--- src/rtl/router_dest_rx.sv ---
// Destination consumer for one router output port: drains one packet at a time,
// streams payload bytes, and checks the packet's parity and header address.
module router_dest_rx #(
    parameter logic [1:0] PORT_ID     = 2'd0,
    parameter int         RD_DELAY    = 0,
    parameter int         ABORT_LIMIT = 32,
    parameter int         CNT_W       = 16
) (
    input  logic             clk,
    input  logic             rst,
    input  logic [7:0]       dout,
    input  logic             vld_out,
    output logic             rd_en,
    output logic [7:0]       rx_data,
    output logic             rx_valid,
    output logic [7:0]       rx_hdr,
    output logic             pkt_done,
    output logic             parity_err,
    output logic             addr_err,
    output logic             pkt_drop,
    output logic [CNT_W-1:0] pkt_cnt
);
    typedef enum logic [2:0] {IDLE, DELAY, HDR_RD, HDR_CAP, PLD_RD, CHECK} state_t;

    localparam int             SW         = $clog2(ABORT_LIMIT + 1);
    localparam logic [5:0]     DLY_LAST   = (RD_DELAY > 0) ? 6'(RD_DELAY - 1) : 6'd0;
    localparam logic [SW-1:0]  STALL_LAST = SW'(ABORT_LIMIT - 1);

    state_t        state;
    logic          rd_en_d;
    logic [6:0]    issue_cnt;
    logic [6:0]    cap_cnt;
    logic [7:0]    parity;
    logic [5:0]    dly_cnt;
    logic [SW-1:0] stall_cnt;
    logic          stall_cnt_en;
    logic          capture;
    logic          abort;

    always_comb begin
        rd_en = 1'b0;
        case (state)
            HDR_RD:  rd_en = vld_out;
            PLD_RD:  rd_en = vld_out && (issue_cnt != 7'd0);
            default: rd_en = 1'b0;
        endcase
    end

    // Payload strobe is combinational so it lines up with the byte the FIFO returns.
    assign capture  = rd_en_d && (state == PLD_RD);
    assign rx_valid = capture && (cap_cnt > 7'd1);
    assign rx_data  = rx_valid ? dout : 8'h00;

    // Once every read is issued the FIFO may legitimately run dry, so that is not a stall.
    assign stall_cnt_en = !vld_out &&
                          ((state == HDR_RD) || ((state == PLD_RD) && (issue_cnt != 7'd0)));
    assign abort    = stall_cnt_en && !rd_en_d && (stall_cnt >= STALL_LAST);
    assign pkt_drop = abort || ((state == DELAY) && !vld_out);

    always_ff @(posedge clk or negedge rst) begin
        if (!rst) begin
            state      <= IDLE;
            rd_en_d    <= 1'b0;
            issue_cnt  <= 7'd0;
            cap_cnt    <= 7'd0;
            parity     <= 8'h00;
            dly_cnt    <= 6'd0;
            stall_cnt  <= '0;
            rx_hdr     <= 8'h00;
            pkt_done   <= 1'b0;
            parity_err <= 1'b0;
            addr_err   <= 1'b0;
            pkt_cnt    <= '0;
        end else begin
            rd_en_d    <= rd_en;
            pkt_done   <= 1'b0;
            parity_err <= 1'b0;
            addr_err   <= 1'b0;

            if (!stall_cnt_en)
                stall_cnt <= '0;
            else
                stall_cnt <= stall_cnt + 1'b1;

            case (state)
                IDLE: begin
                    dly_cnt <= 6'd0;
                    if (vld_out)
                        state <= (RD_DELAY > 0) ? DELAY : HDR_RD;
                end
                DELAY: begin
                    // vld_out dropping here means the router soft-reset its FIFO.
                    if (!vld_out)
                        state <= IDLE;
                    else if (dly_cnt == DLY_LAST)
                        state <= HDR_RD;
                    else
                        dly_cnt <= dly_cnt + 6'd1;
                end
                HDR_RD: begin
                    if (abort)
                        state <= IDLE;
                    else if (rd_en)
                        state <= HDR_CAP;
                end
                HDR_CAP: begin
                    rx_hdr    <= dout;
                    parity    <= dout;
                    issue_cnt <= {1'b0, dout[7:2]} + 7'd1;
                    cap_cnt   <= {1'b0, dout[7:2]} + 7'd1;
                    state     <= PLD_RD;
                end
                PLD_RD: begin
                    if (rd_en)
                        issue_cnt <= issue_cnt - 7'd1;
                    if (abort) begin
                        state <= IDLE;
                    end else if (capture) begin
                        cap_cnt <= cap_cnt - 7'd1;
                        if (cap_cnt > 7'd1) begin
                            parity <= parity ^ dout;
                        end else begin
                            // Last capture is the parity byte; results show during CHECK.
                            state      <= CHECK;
                            pkt_done   <= 1'b1;
                            parity_err <= (parity != dout);
                            addr_err   <= (rx_hdr[1:0] != PORT_ID);
                            if ((parity == dout) && (rx_hdr[1:0] == PORT_ID))
                                pkt_cnt <= pkt_cnt + 1'b1;
                        end
                    end
                end
                CHECK:   state <= IDLE;
                default: state <= IDLE;
            endcase
        end
    end
endmodule

--- config.mk ---
export PLATFORM = sky130hd
export DESIGN_NAME = router_dest_rx
export DESIGN_NICKNAME = d
export VERILOG_FILES = /design/src/rtl/router_dest_rx.sv
export SDC_FILE = /design/constraint.sdc
export NUM_CORES = 1
export LEC_CHECK = 0
export BUFFER_PORTS_ARGS = -buffer_cell sky130_fd_sc_hd__buf_2
export CORE_MARGIN = 2
export CORE_UTILIZATION = 52
export DETAILED_ROUTE_END_ITERATION = 8
export GPL_TIMING_DRIVEN = 0
export PLACE_DENSITY = 0.77
export SLEW_MARGIN = 20
export SYNTH_ARGS = -nofsm -noshare
export SYNTH_HDL_FRONTEND = slang
export SYNTH_SLANG_ARGS = --single-unit
--- constraint.sdc ---
create_clock -name clk -period 1.78 [get_ports clk]
set_input_delay 0.267 -clock clk [delete_from_list [all_inputs] [get_ports clk]]
set_output_delay 0.267 -clock clk [all_outputs]
set_load 0.005 [all_outputs]
* Yosys cells after proc, flatten, opt, wreduce, memory -nomap -nowiden
Index checks and enable logic that the tools add are counted.
** Operators by class
- Add/sub/neg operators :: 6
- Multiply operators :: 0
- Divide/modulo/power cells :: 0
- Order comparisons :: 2
- Equality and inequality tests :: 17
- Shift operators :: 0
- Multiplexer cells :: 36
- Bitwise gates (word level) :: 3
- Reduce and logical (&&, ||, !) cells :: 26
** Operators by type and width (number)
- $mux 8 :: 4
- $pmux 7 s2 :: 2
- $mux 3 :: 8
- $mux 7 :: 3
- $mux 6 :: 3
- $add 16x1->16 const B :: 1
- $pmux 8 s2 :: 1
- $pmux 3 s5 :: 1
- $sub 7x1->7 const B :: 2
- $add 6x1->6 const B :: 2
- $mux 1 :: 12
- $ne 2x2->1 const B :: 6
- $pmux 6 s2 :: 1
- $reduce_and 5->1 :: 2
- $logic_and 1x1->1 :: 9
- $ne 3x3->1 const B :: 3
- $eq 8x8->1 :: 1
- $ne 8x8->1 :: 1
- $xor 8x8->8 :: 1
- $add 6x1->7 const B :: 1
- $gt 7x1->1 const B :: 1
- $reduce_bool 7->1 :: 1
- $eq 3x2->1 const B :: 2
- $ge 6x5->1 const B :: 1
- other kinds (15) :: 21
** Storage, ports and cells
- Flip-flop bits (word level) :: 65
- Latch bits :: 0
- Memory bits (writable) :: 0
- Memory bits (read-only) :: 0
- Bits of input ports :: 11
- Output and inout port bits :: 38
- Memories kept :: 0

* Logic depth before layout (Yosys ltp)
Gate-level depths: netlist of the first run.
- Depth after elaboration :: 8
- Depth in mapped cells :: 10
- Depth with buffers taken out :: 9

* Least setup slack after synthesis of the first run
OpenSTA, ideal clock, no wires.
- Kind :: register -> register
- From :: reg cap_cnt[3]
- To :: reg pkt_cnt[1]
- Setup time :: 127 ps
- Data arrival time :: 1807 ps
- Required time :: 1653 ps
- Slack :: -155 ps
- Cell stages (with the launch flop) :: 8
- Period minus slack after synthesis :: 1935 ps
- Cells stage by stage :: dfrtp_1 or3_4 nor3_4 nand3_2 inv_2 nand4_4 buf_6 mux2_1
** On the way
- Word-level cells in the longest chain between the ends :: 3
** RTL lines
- start, declared :: line 32 : logic [6:0] cap_cnt;
- start signal, assigned :: line 110 : cap_cnt <= {1'b0, dout[7:2]} + 7'd1;
- start signal, assigned :: line 119 : cap_cnt <= cap_cnt - 7'd1;
- $gt 7x1->1 :: line 120 : if (cap_cnt > 7'd1) begin
- $not 1->1 (no source line)
- $reduce_and 5->1 (no source line)
- end signal, assigned :: line 129 : pkt_cnt <= pkt_cnt + 1'b1;
- end, declared :: line 21 : output logic [CNT_W-1:0] pkt_cnt
Every way passes these cells.
A chain may end at the register's enable or synchronous reset.

* Worst setup path after layout of the first run
- From :: reg state[0]
- To :: out pkt_drop
** On the way
- Word-level cells in the longest chain between the ends :: 7
- Elaborated cells between the ends (all ways) :: 10
- Those cells by class :: 3 x eq/ne; 7 x reduce/logical
** RTL lines
- start, declared :: line 29 : state_t state;
- start signal, assigned :: line 89 : state <= (RD_DELAY > 0) ? DELAY : HDR_RD;
- $eq 3x3->1 :: line 56 : ((state == HDR_RD) || ((state == PLD_RD) && (issue_cnt != 7'd0)));
- $logic_and 1x1->1 :: line 56
- $logic_or 1x1->1 :: line 56
- $logic_and 1x1->1 :: line 55 : assign stall_cnt_en = !vld_out &&
- $logic_and 1x1->1 (2 in series) :: line 57 : assign abort = stall_cnt_en && !rd_en_d && (stall_cnt >= STALL_LAST);
- $logic_or 1x1->1 (*) :: line 58 : assign pkt_drop = abort || ((state == DELAY) && !vld_out);
- end, declared :: line 20 : output logic pkt_drop,
Mark *: on every way between the ends. The rest lies on a longest branch, timed or not.

==> impl_metrics.ini, run 1 <==
[finish]
syn_to_final_growth_pct = 37.48
nFillCells = 434
design.final.nets = 498
layout-drive-gt1-share = 0.3561
finish.cell_count_without_fillers = 563
layout.cells.most_common = sky130_fd_sc_hd__dfrtp_1
final_design_area_no_fill_um2 = 4883
insertedDiodeCount = 0
most-common-layout-cells = sky130_fd_sc_hd__dfrtp_1, sky130_fd_sc_hd__nand2_1, sky130_fd_sc_hd__buf_4

[synth]
post_synth.cell_area_avg_um2 = 9.250
main_combinational_cell_family_by_area_after_synthesis = simple AND/OR/NAND/NOR gates
yosys_warnings = 0
ys_async_sr_fraction = 1.000
count_of_flip_flops_with_a_built_in_enable_after_synthesis = 0
postSynth.topFlopCell = sky130_fd_sc_hd__dfrtp_1
area_share_of_and_or_nand_nor_cells_after_synthesis = 0.2392
number_of_nets_produced_by_synthesis = 404
muxShareOfSynthArea = 0.01268
synth_seq_cells = 65
yosys.area_share.adder = 0.03170
synth_top_area_share = 0.4579
synth_cells = 384
yosysUniqueCellTypes = 56
synth-xor-area-share = 0.08630
compound_cell_area_share_of_the_yosys_netlist = 0.1286
synthDominantAreaCellType = sky130_fd_sc_hd__dfrtp_1
synthesis.area_um2 = 3552
synth_area_leaders = sky130_fd_sc_hd__dfrtp_1, sky130_fd_sc_hd__xor2_1, sky130_fd_sc_hd__nand2_1
synth-seq-area-share = 0.4579

[timing]
fin_crit_sh = 1.213
worst_slack_ns = -0.3783
rsz0062_at_grt = yes
slew_violations = 0
slew_headroom = 0.5623
clock-skew-final_ns = 0.01580
report.final.hold_viol_count = 0
worstMarginPinSlew_ns = 0.6516
final-setup-viol-count = 34
totalNegativeSetupSlack_ns = -6.526
fmaxAchievable_mhz = 463.3
final_worst_path_period_need_ns = 2.158

[routing]
detail_route.wirelength_um = 9780
antenna_left = 0
detail_route.drc_violations = 0
vias = 3292
detailedRoute.firstPassIterationCount = 6
wl_per_cell_um = 17.37
route.detailed.vias_per_inst = 5.847
drt-initial-drc-count = 211

[grt]
grt_pass1_vias = 3107
globalRouteMet2Util = 0.4175
grt_max_degree = 47
grt_first_pass_wirelength_um = 14400
grt_overflow_total = 0
grt.total_usage = 0.2476
most_heavily_used_metal_layer_in_global_routing = met2
antenna_found_initial = 0
global_route.usage.met1 = 0.3028
global_route.usage.met3 = 0.05143

[status]
run_status = finished with violations
violated_checks = negative setup slack

[floorplanning]
floorplan.die.height_um = 86.65
start_util = 0.5287
io_pins = 49
core_um2 = 6719
fp.dieW_um = 86.65
num_rows = 30
die_footprint_um2 = 7508

[placement]
place.port_buffers = 44
dp_hpwl_um = 5705
place.gp.congestion = 0.8713
dp.cells = 509
pre_cts_ws_ns = -0.4288
placed_area_um2 = 3919

[run]
max_cap_viol_count = 0

[power]
totalPowerFinal_uw = 6369
clkPwrFrac = 0.221
netSwitchingFraction = 0.3793
p_int_uw = 3953
power-per-cell-area_nw_per_um2 = 1304
p_sw_uw = 2415
power.leakage_uw = 0.002381
sequentialPowerShare = 0.352
worst_ir_drop_vdd_mv = 0.8215
pwr-share-comb = 0.428

[cts]
cts_buffer_depth = 2
clock_insertion_delay_worst_skew_ns = 0.36
worst_setup_hold_path_clk_slew_ns = 0.07
clock_sinks = 65
cts_htree_levels = 3
tritoncts_clock_tree = built
cts_inserted_buffers = 9
clk_root_buffer_cell = sky130_fd_sc_hd__clkbuf_8

[setup_path]
crit_chain = clkbuf_4 -> or3_4 -> buf_4 -> o22ai_2 -> buf_2
ff2ff_setup_slack_ns = -0.23
crit_path_start_kind = flop
crit_required_ns = 1.51
worst_path_cell_with_the_longest_stage_delay = sky130_fd_sc_hd__or3_4
critical_path.max_stage_delay_ns = 0.44
critical_path_arrival_ns = 1.89
cp.buffers_inverters = 3
crit_type = flop to output port
critPathMaxFanout = 10
cp_top_family = buffers and inverters
critPathCaptureType = output port

[worst_hold_path]
worstHoldPathType = input port to flop
cell usage after synthesis, drive strengths merged (4+ instances only):
| master | number |
|---|---|
| nand3 | 12 |
| nor4 | 5 |
| and2 | 7 |
| inv | 19 |
| nand2 | 57 |
| nor3 | 14 |
| ha | 9 |
| a22o | 5 |
| xnor2 | 10 |
| dfrtp | 65 |
| o21ai | 24 |
| buf | 6 |
| nand4 | 4 |
| nand2b | 9 |
| mux2 | 4 |
| nor2 | 41 |
| xor2 | 25 |
| a31oi | 8 |
| clkbuf | 11 |
| a21oi | 11 |
| o22ai | 5 |
power groups by stage:
stage	Clock [uW]	Sequential (uW)	Combinational (uW)
3_3_place_gp	0	2170	1750
4_1_cts	1410	2190	2230
5_1_grt	1480	2280	2960
6_report	1410	2240	2720
2_1_floorplan	0	2130	1340
3_5_place_dp	0	2190	1830
stage by stage:
| step | hold WS (ns) | utilization |
|---|---|---|
| floorplan | -0.02859 | - |
| finish | 0.1886 | 0.7268 |
| global placement | 0.4477 | 0.5788 |
| detailed placement | 0.1700 | 0.5832 |
| global route | 0.2194 | 0.7268 |
| CTS | 0.1767 | 0.6812 |
final cells by class:
| class | instances | area [um^2] | area share |
|---|---|---|---|
| clock inverter | 7 | 93.84 | 0.01922 |
| sequential | 65 | 1629 | 0.3336 |
| multi-input combinational | 283 | 2116 | 0.4333 |
| tap | 80 | 100.1 | 0.02050 |
| timing repair buffer | 87 | 648.1 | 0.1327 |
| buffer | 13 | 96.34 | 0.01973 |
| inverter | 19 | 76.32 | 0.01563 |
| clock buffer | 9 | 123.9 | 0.02537 |
state kept, by name, summed over array words and instances, names as in the netlist, 3 cells and up:
signal     flops
issue_cnt      7
state          3
pkt_cnt       16
rx_hdr         8
stall_cnt      6
parity         8
dly_cnt        6
cap_cnt        7
path summary, 6_finish.rpt:
check	startpoint	to	depth (start not counted)
hold / removal	dout[5]	rx_hdr[5]$_DFFE_PN0P_	3
max in group asynchronous	rst	issue_cnt[3]$_DFFE_PN0P_	3
min in group asynchronous	rst	dly_cnt[2]$_DFFE_PN0P_	2
setup reg to reg	cap_cnt[3]$_DFFE_PN0P_	pkt_cnt[7]$_DFFE_PN0P_	9
setup / recovery	state[0]$_DFFE_PN0P_	pkt_drop	5
hold reg to reg	pkt_cnt[15]$_DFFE_PN0P_	pkt_cnt[15]$_DFFE_PN0P_	1
worst min-delay path, delay by kind of cell:
family                 cells  cell delay [ns]
buffers and inverters      1             0.13
and+or+nand+nor            2             0.10
routing by layer:
layer / vias to the layer above / routed length [um]
met4: 0 / 323
met2: 132 / 5031
met3: 39 / 610
met1: 1619 / 3814
li1: 1502 / -
met5: - / 0
kinds of logic after synthesis:
| logic type | count (synthesis) |
|---|---|
| AND/OR/NAND/NOR | 164 |
| AO/OA/AOI/OAI | 71 |
| multiplexers | 4 |
| flip-flops | 65 |
| adder cells (fa/ha/maj) | 9 |
| buffers and inverters | 36 |
| XOR/XNOR | 35 |
repair_timing:
| item | 4_1_cts | 5_1_grt |
|---|---|---|
| hold buffers | 1 | 0 |
| pin swaps | 24 | 20 |
| resized for setup | 61 | 47 |
| buffers inserted | 21 | 21 |
| setup endpoints to repair | 53 | 56 |
| gates cloned | 1 | 0 |
| hold endpoints to repair | 19 | 0 |
No activity file was read; power rests on OpenSTA's default activity.
==> run 2, diff against run 1 <==
SKIP_CTS_REPAIR_TIMING = 1   (was not set)
==> impl_metrics.ini, run 2 (synthesis gave the netlist of run 1 again) <==
[floorplanning]
floorplan.die.height_um = 86.65
die_footprint_um2 = 7508
io_pins = 49
fp.dieW_um = 86.65
core_um2 = 6719
num_rows = 30
start_util = 0.5287

[finish]
design.final.nets = 495
largest_register_ffs = 16
insertedDiodeCount = 0
syn_to_final_growth_pct = 35.08
largest_registers = pkt_cnt: 16 flops, parity: 8 flops, rx_hdr: 8 flops
final_design_area_no_fill_um2 = 4798
max_flop_register = pkt_cnt
layout-drive-gt1-share = 0.3438
most-common-layout-cells = sky130_fd_sc_hd__dfrtp_1, sky130_fd_sc_hd__nand2_1, sky130_fd_sc_hd__buf_2
finish.cell_count_without_fillers = 560
final_core_utilization = 0.7142
layout.cells.most_common = sky130_fd_sc_hd__dfrtp_1

[timing]
clock-skew-final_ns = 0.01374
fin_crit_sh = 1.271
worstMarginPinSlew_ns = 0.6760
rsz0062_at_grt = yes
final_worst_path_period_need_ns = 2.263
slew_headroom = 0.5459
worst_slack_ns = -0.4830
fmaxAchievable_mhz = 441.9
hold-worst-slack_ns = 0.1776
final-setup-viol-count = 32
report.final.hold_viol_count = 0
slew_violations = 0

[power]
power.leakage_uw = 0.002345
worst_ir_drop_vdd_mv = 0.7524
clkPwrFrac = 0.228
pwr-share-comb = 0.409
p_sw_uw = 2345
totalPowerFinal_uw = 6178
netSwitchingFraction = 0.3795
p_int_uw = 3833
power-per-cell-area_nw_per_um2 = 1287
sequentialPowerShare = 0.363

[setup_path]
crit_type = flop to output port
critPathMaxFanout = 7
crit_path_start_kind = flop
critical_path_arrival_ns = 2.00
critPathCaptureType = output port
crit_required_ns = 1.51

[cts]
clock_sinks = 65
cts_inserted_buffers = 9
clk_root_buffer_cell = sky130_fd_sc_hd__clkbuf_8
worst_setup_hold_path_clk_slew_ns = 0.07
cts_htree_levels = 3
tritoncts_clock_tree = built
clock_insertion_delay_worst_skew_ns = 0.36
cts_buffer_depth = 2

[routing]
wl_per_cell_um = 17.26
drt-initial-drc-count = 236
detail_route.wirelength_um = 9664
vias = 3305
detail_route.drc_violations = 0
route.detailed.vias_per_inst = 5.902
antenna_left = 0
detailedRoute.firstPassIterationCount = 5

[grt]
grt_max_degree = 47
grt.total_usage = 0.2217
grt_overflow_total = 0
grt_pass1_vias = 2908
antenna_found_initial = 0
grt_first_pass_wirelength_um = 12970

[worst_hold_path]
worstHoldPathType = input port to flop

[status]
violated_checks = negative setup slack
run_status = finished with violations

[placement]
dp.cells = 509
placed_area_um2 = 3919
dp_hpwl_um = 5705
place.gp.congestion = 0.8713
place.port_buffers = 44

[run]
max_cap_viol_count = 0
==> run 2: changes by cell type in the layout (fill, tap and decap cells not counted), moves of 2 or more <==
cell	delta
sky130_fd_sc_hd__and2_1	+6
sky130_fd_sc_hd__clkbuf_16	+2
sky130_fd_sc_hd__buf_4	-7
sky130_fd_sc_hd__nor3_4	-2
sky130_fd_sc_hd__ha_4	-2
sky130_fd_sc_hd__buf_2	+7
sky130_fd_sc_hd__buf_6	-4
sky130_fd_sc_hd__and2_4	-6
sky130_fd_sc_hd__nor3_2	+2
==> run 2: power groups by stage <==
stage	combinational (uW)	sequential (uW)	clock (uW)
after floorplan	1340	2130	0
after global placement	1750	2170	0
after detailed placement	1830	2190	0
after CTS	1840	2180	1410
after global routing	2740	2280	1480
final	2520	2240	1410
==> run 2: layer usage <==
layer  share of wire  track usage  up-vias  routed length (um)
met5               0            0        -                   0
met4           0.038       0.1193        0                 367
met3           0.057      0.04190       47                 551
met2            0.50       0.3664      155                4832
met1            0.40       0.2742     1602                3912
li1                -            -     1501                   -
==> run 2: per-stage QoR <==
stage	setup TNS, ns	setup slack, ns
final	-9.706	-0.4830
after global routing	-13.09	-0.5383
after CTS	-15.29	-0.6349
after detailed placement	-11.34	-0.4288
after global placement	-9.667	-0.3663
after floorplan	-0.1590	-0.05554
==> run 2: area by class of cell <==
class | count | area, um^2
multi-input combinational | 284 | 2067
fill | 445 | 1921
sequential | 65 | 1630
timing repair buffer | 82 | 590.6
clock buffer | 9 | 123.9
buffer | 14 | 118.9
tap | 80 | 100.1
clock inverter | 7 | 93.84
inverter | 19 | 73.82
==> run 2: final timing paths <==
check,startpoint,end,slack (ns),cells after the start
max in group asynchronous,rst,issue_cnt[3]$_DFFE_PN0P_,0.91,3
worst min-delay path,dout[5],rx_hdr[5]$_DFFE_PN0P_,0.18,3
worst max-delay path,cap_cnt[3]$_DFFE_PN0P_,rx_data[5],-0.48,6
worst max register to register,cap_cnt[3]$_DFFE_PN0P_,pkt_cnt[5]$_DFFE_PN0P_,-0.37,8
worst min register to register,pkt_cnt[15]$_DFFE_PN0P_,pkt_cnt[15]$_DFFE_PN0P_,0.47,1
min in group asynchronous,rst,dly_cnt[2]$_DFFE_PN0P_,0.34,2
==> run 2: critical path, stage by stage, from the launching register on <==
cell and delay (ns):
sky130_fd_sc_hd__dfrtp_1 0.43, sky130_fd_sc_hd__or3_4 0.37, sky130_fd_sc_hd__nor3_4 0.27, sky130_fd_sc_hd__or2_4 0.22, sky130_fd_sc_hd__inv_4 0.06, sky130_fd_sc_hd__and2_1 0.16
sky130_fd_sc_hd__buf_2 0.13
==> run 3, diff against run 2 <==
clock period = 1.9 ns   (was 1.78 ns; I/O delays follow)
==> impl_metrics.ini, run 3 (synthesis gave the netlist of run 1 again) <==
[status]
run_status = finished with violations
violated_checks = negative setup slack

[setup_path]
critPathCaptureType = output port
ff2ff_setup_slack_ns = -0.25
crit_path_start_kind = flop
critical_path_arrival_ns = 1.90
critPathMaxFanout = 7
r2r.worst_path.cells = 8
crit_required_ns = 1.62
crit_type = flop to output port

[timing]
final-setup-viol-count = 27
report.final.hold_viol_count = 0
final_worst_path_period_need_ns = 2.185
worstMarginPinSlew_ns = 0.5237
slew_headroom = 0.6508
clock-skew-final_ns = 0.01026
fin_crit_sh = 1.150
worst_slack_ns = -0.2848
fmaxAchievable_mhz = 457.7
rsz0062_at_grt = yes
slew_violations = 0

[floorplanning]
die_footprint_um2 = 7508
start_util = 0.5287
floorplan.die.height_um = 86.65
num_rows = 30
io_pins = 49
fp.dieW_um = 86.65
core_um2 = 6719

[power]
power.leakage_uw = 0.002336
totalPowerFinal_uw = 5397
power-per-cell-area_nw_per_um2 = 1137
worst_ir_drop_vdd_mv = 0.6694

[worst_hold_path]
worstHoldPathType = input port to flop
holdPathStages = 3

[grt]
grt_pass1_vias = 2825
grt_max_degree = 51
grt.total_usage = 0.2173
antenna_found_initial = 0
grt_overflow_total = 0
grt_first_pass_wirelength_um = 12990

[finish]
largest_register_ffs = 16
design.final.nets = 488
final_core_utilization = 0.7065
layout-drive-gt1-share = 0.3326
syn_to_final_growth_pct = 33.64
insertedDiodeCount = 0
max_flop_register = pkt_cnt
most-common-layout-cells = sky130_fd_sc_hd__dfrtp_1, sky130_fd_sc_hd__nand2_1, sky130_fd_sc_hd__buf_2
layout.cells.most_common = sky130_fd_sc_hd__dfrtp_1
largest_registers = pkt_cnt: 16 flops, parity: 8 flops, rx_hdr: 8 flops

[placement]
place.port_buffers = 44
place.gp.congestion = 0.8547
dp_hpwl_um = 5402

[cts]
clock_sinks = 65
tritoncts_clock_tree = built
clock_insertion_delay_worst_skew_ns = 0.34
worst_setup_hold_path_clk_slew_ns = 0.06
cts_inserted_buffers = 9
clk_root_buffer_cell = sky130_fd_sc_hd__clkbuf_8
cts_buffer_depth = 2
cts_htree_levels = 3

[routing]
route.detailed.vias_per_inst = 5.638
detail_route.wirelength_um = 8629
detail_route.drc_violations = 0
vias = 3112
drt-initial-drc-count = 253
detailedRoute.firstPassIterationCount = 5
antenna_left = 0
wl_per_cell_um = 15.63

[run]
max_cap_viol_count = 0
run 3: changes by cell type in the layout (fill, tap and decap cells not counted), sizes merged:
cell / delta
buf: -5
clkinv: +1
or2: -1
inv: -1
bufinv: -1
clkbuf: +1
clkinvlp: -2
run 3: worst max-delay path, cell delays in order (launching register included):
cell and delay (ns):
sky130_fd_sc_hd__dfrtp_1 0.40, sky130_fd_sc_hd__or3_4 0.41, sky130_fd_sc_hd__nor3_4 0.22, sky130_fd_sc_hd__or2_4 0.21, sky130_fd_sc_hd__inv_4 0.06, sky130_fd_sc_hd__and2_1 0.14, sky130_fd_sc_hd__buf_2 0.12
run 3: final cells by class:
type | count | area (um^2)
multi-input cells | 283 | 2079
fillers | 490 | 1972
flip-flops and latches | 65 | 1630
repair buffers | 76 | 576.8
clock buffers | 11 | 131.4
plain buffers | 14 | 107.6
well taps | 80 | 100.1
inverters | 19 | 76.32
clock inverters | 4 | 45.04
run 3: routing by layer:
layer	share of wire	routed length (um)	GRT usage	vias up
li1	-	-	-	1482
met5	0	0	0	-
met3	0.045	384	0.03238	18
met4	0.016	134	0.08097	0
met2	0.51	4409	0.3510	98
met1	0.43	3700	0.2971	1514
run 3: path summary, 6_finish.rpt:
path | startpoint | to
setup / recovery | cap_cnt[5]$_DFFE_PN0P_ | rx_data[3]
hold / removal | dout[5] | rx_hdr[5]$_DFFE_PN0P_
setup reg to reg | cap_cnt[5]$_DFFE_PN0P_ | pkt_cnt[1]$_DFFE_PN0P_
hold reg to reg | pkt_cnt[15]$_DFFE_PN0P_ | pkt_cnt[15]$_DFFE_PN0P_
max in group asynchronous | rst | issue_cnt[3]$_DFFE_PN0P_
min in group asynchronous | rst | pkt_cnt[12]$_DFFE_PN0P_
run 3: power breakdown:
part | leakage, uW | internal (uW) | switching (uW)
logic | 0.00142 | 1040 | 1190
clock network | 0.0000929 | 593 | 503
registers | 0.000822 | 1750 | 327
total | 0.00234 | 3380 | 2020
run 3: stage by stage:
| step | cell area, um^2 | worst slack (ns) | TNS (ns) | hold slack, ns | std cells |
|---|---|---|---|---|---|
| floorplan | 3552 | 0.02156 | 0 | -0.01059 | 384 |
| global placement | 3872 | -0.3222 | -7.129 | 0.4487 | 508 |
| detailed placement | 3902 | -0.3301 | -7.989 | 0.1747 | 509 |
| CTS | 4079 | -0.6988 | -11.15 | -0.1944 | 524 |
| finish | 4747 | -0.2848 | -5.084 | 0.2058 | 552 |
| global route | 4747 | -0.3329 | -6.823 | 0.2288 | 552 |
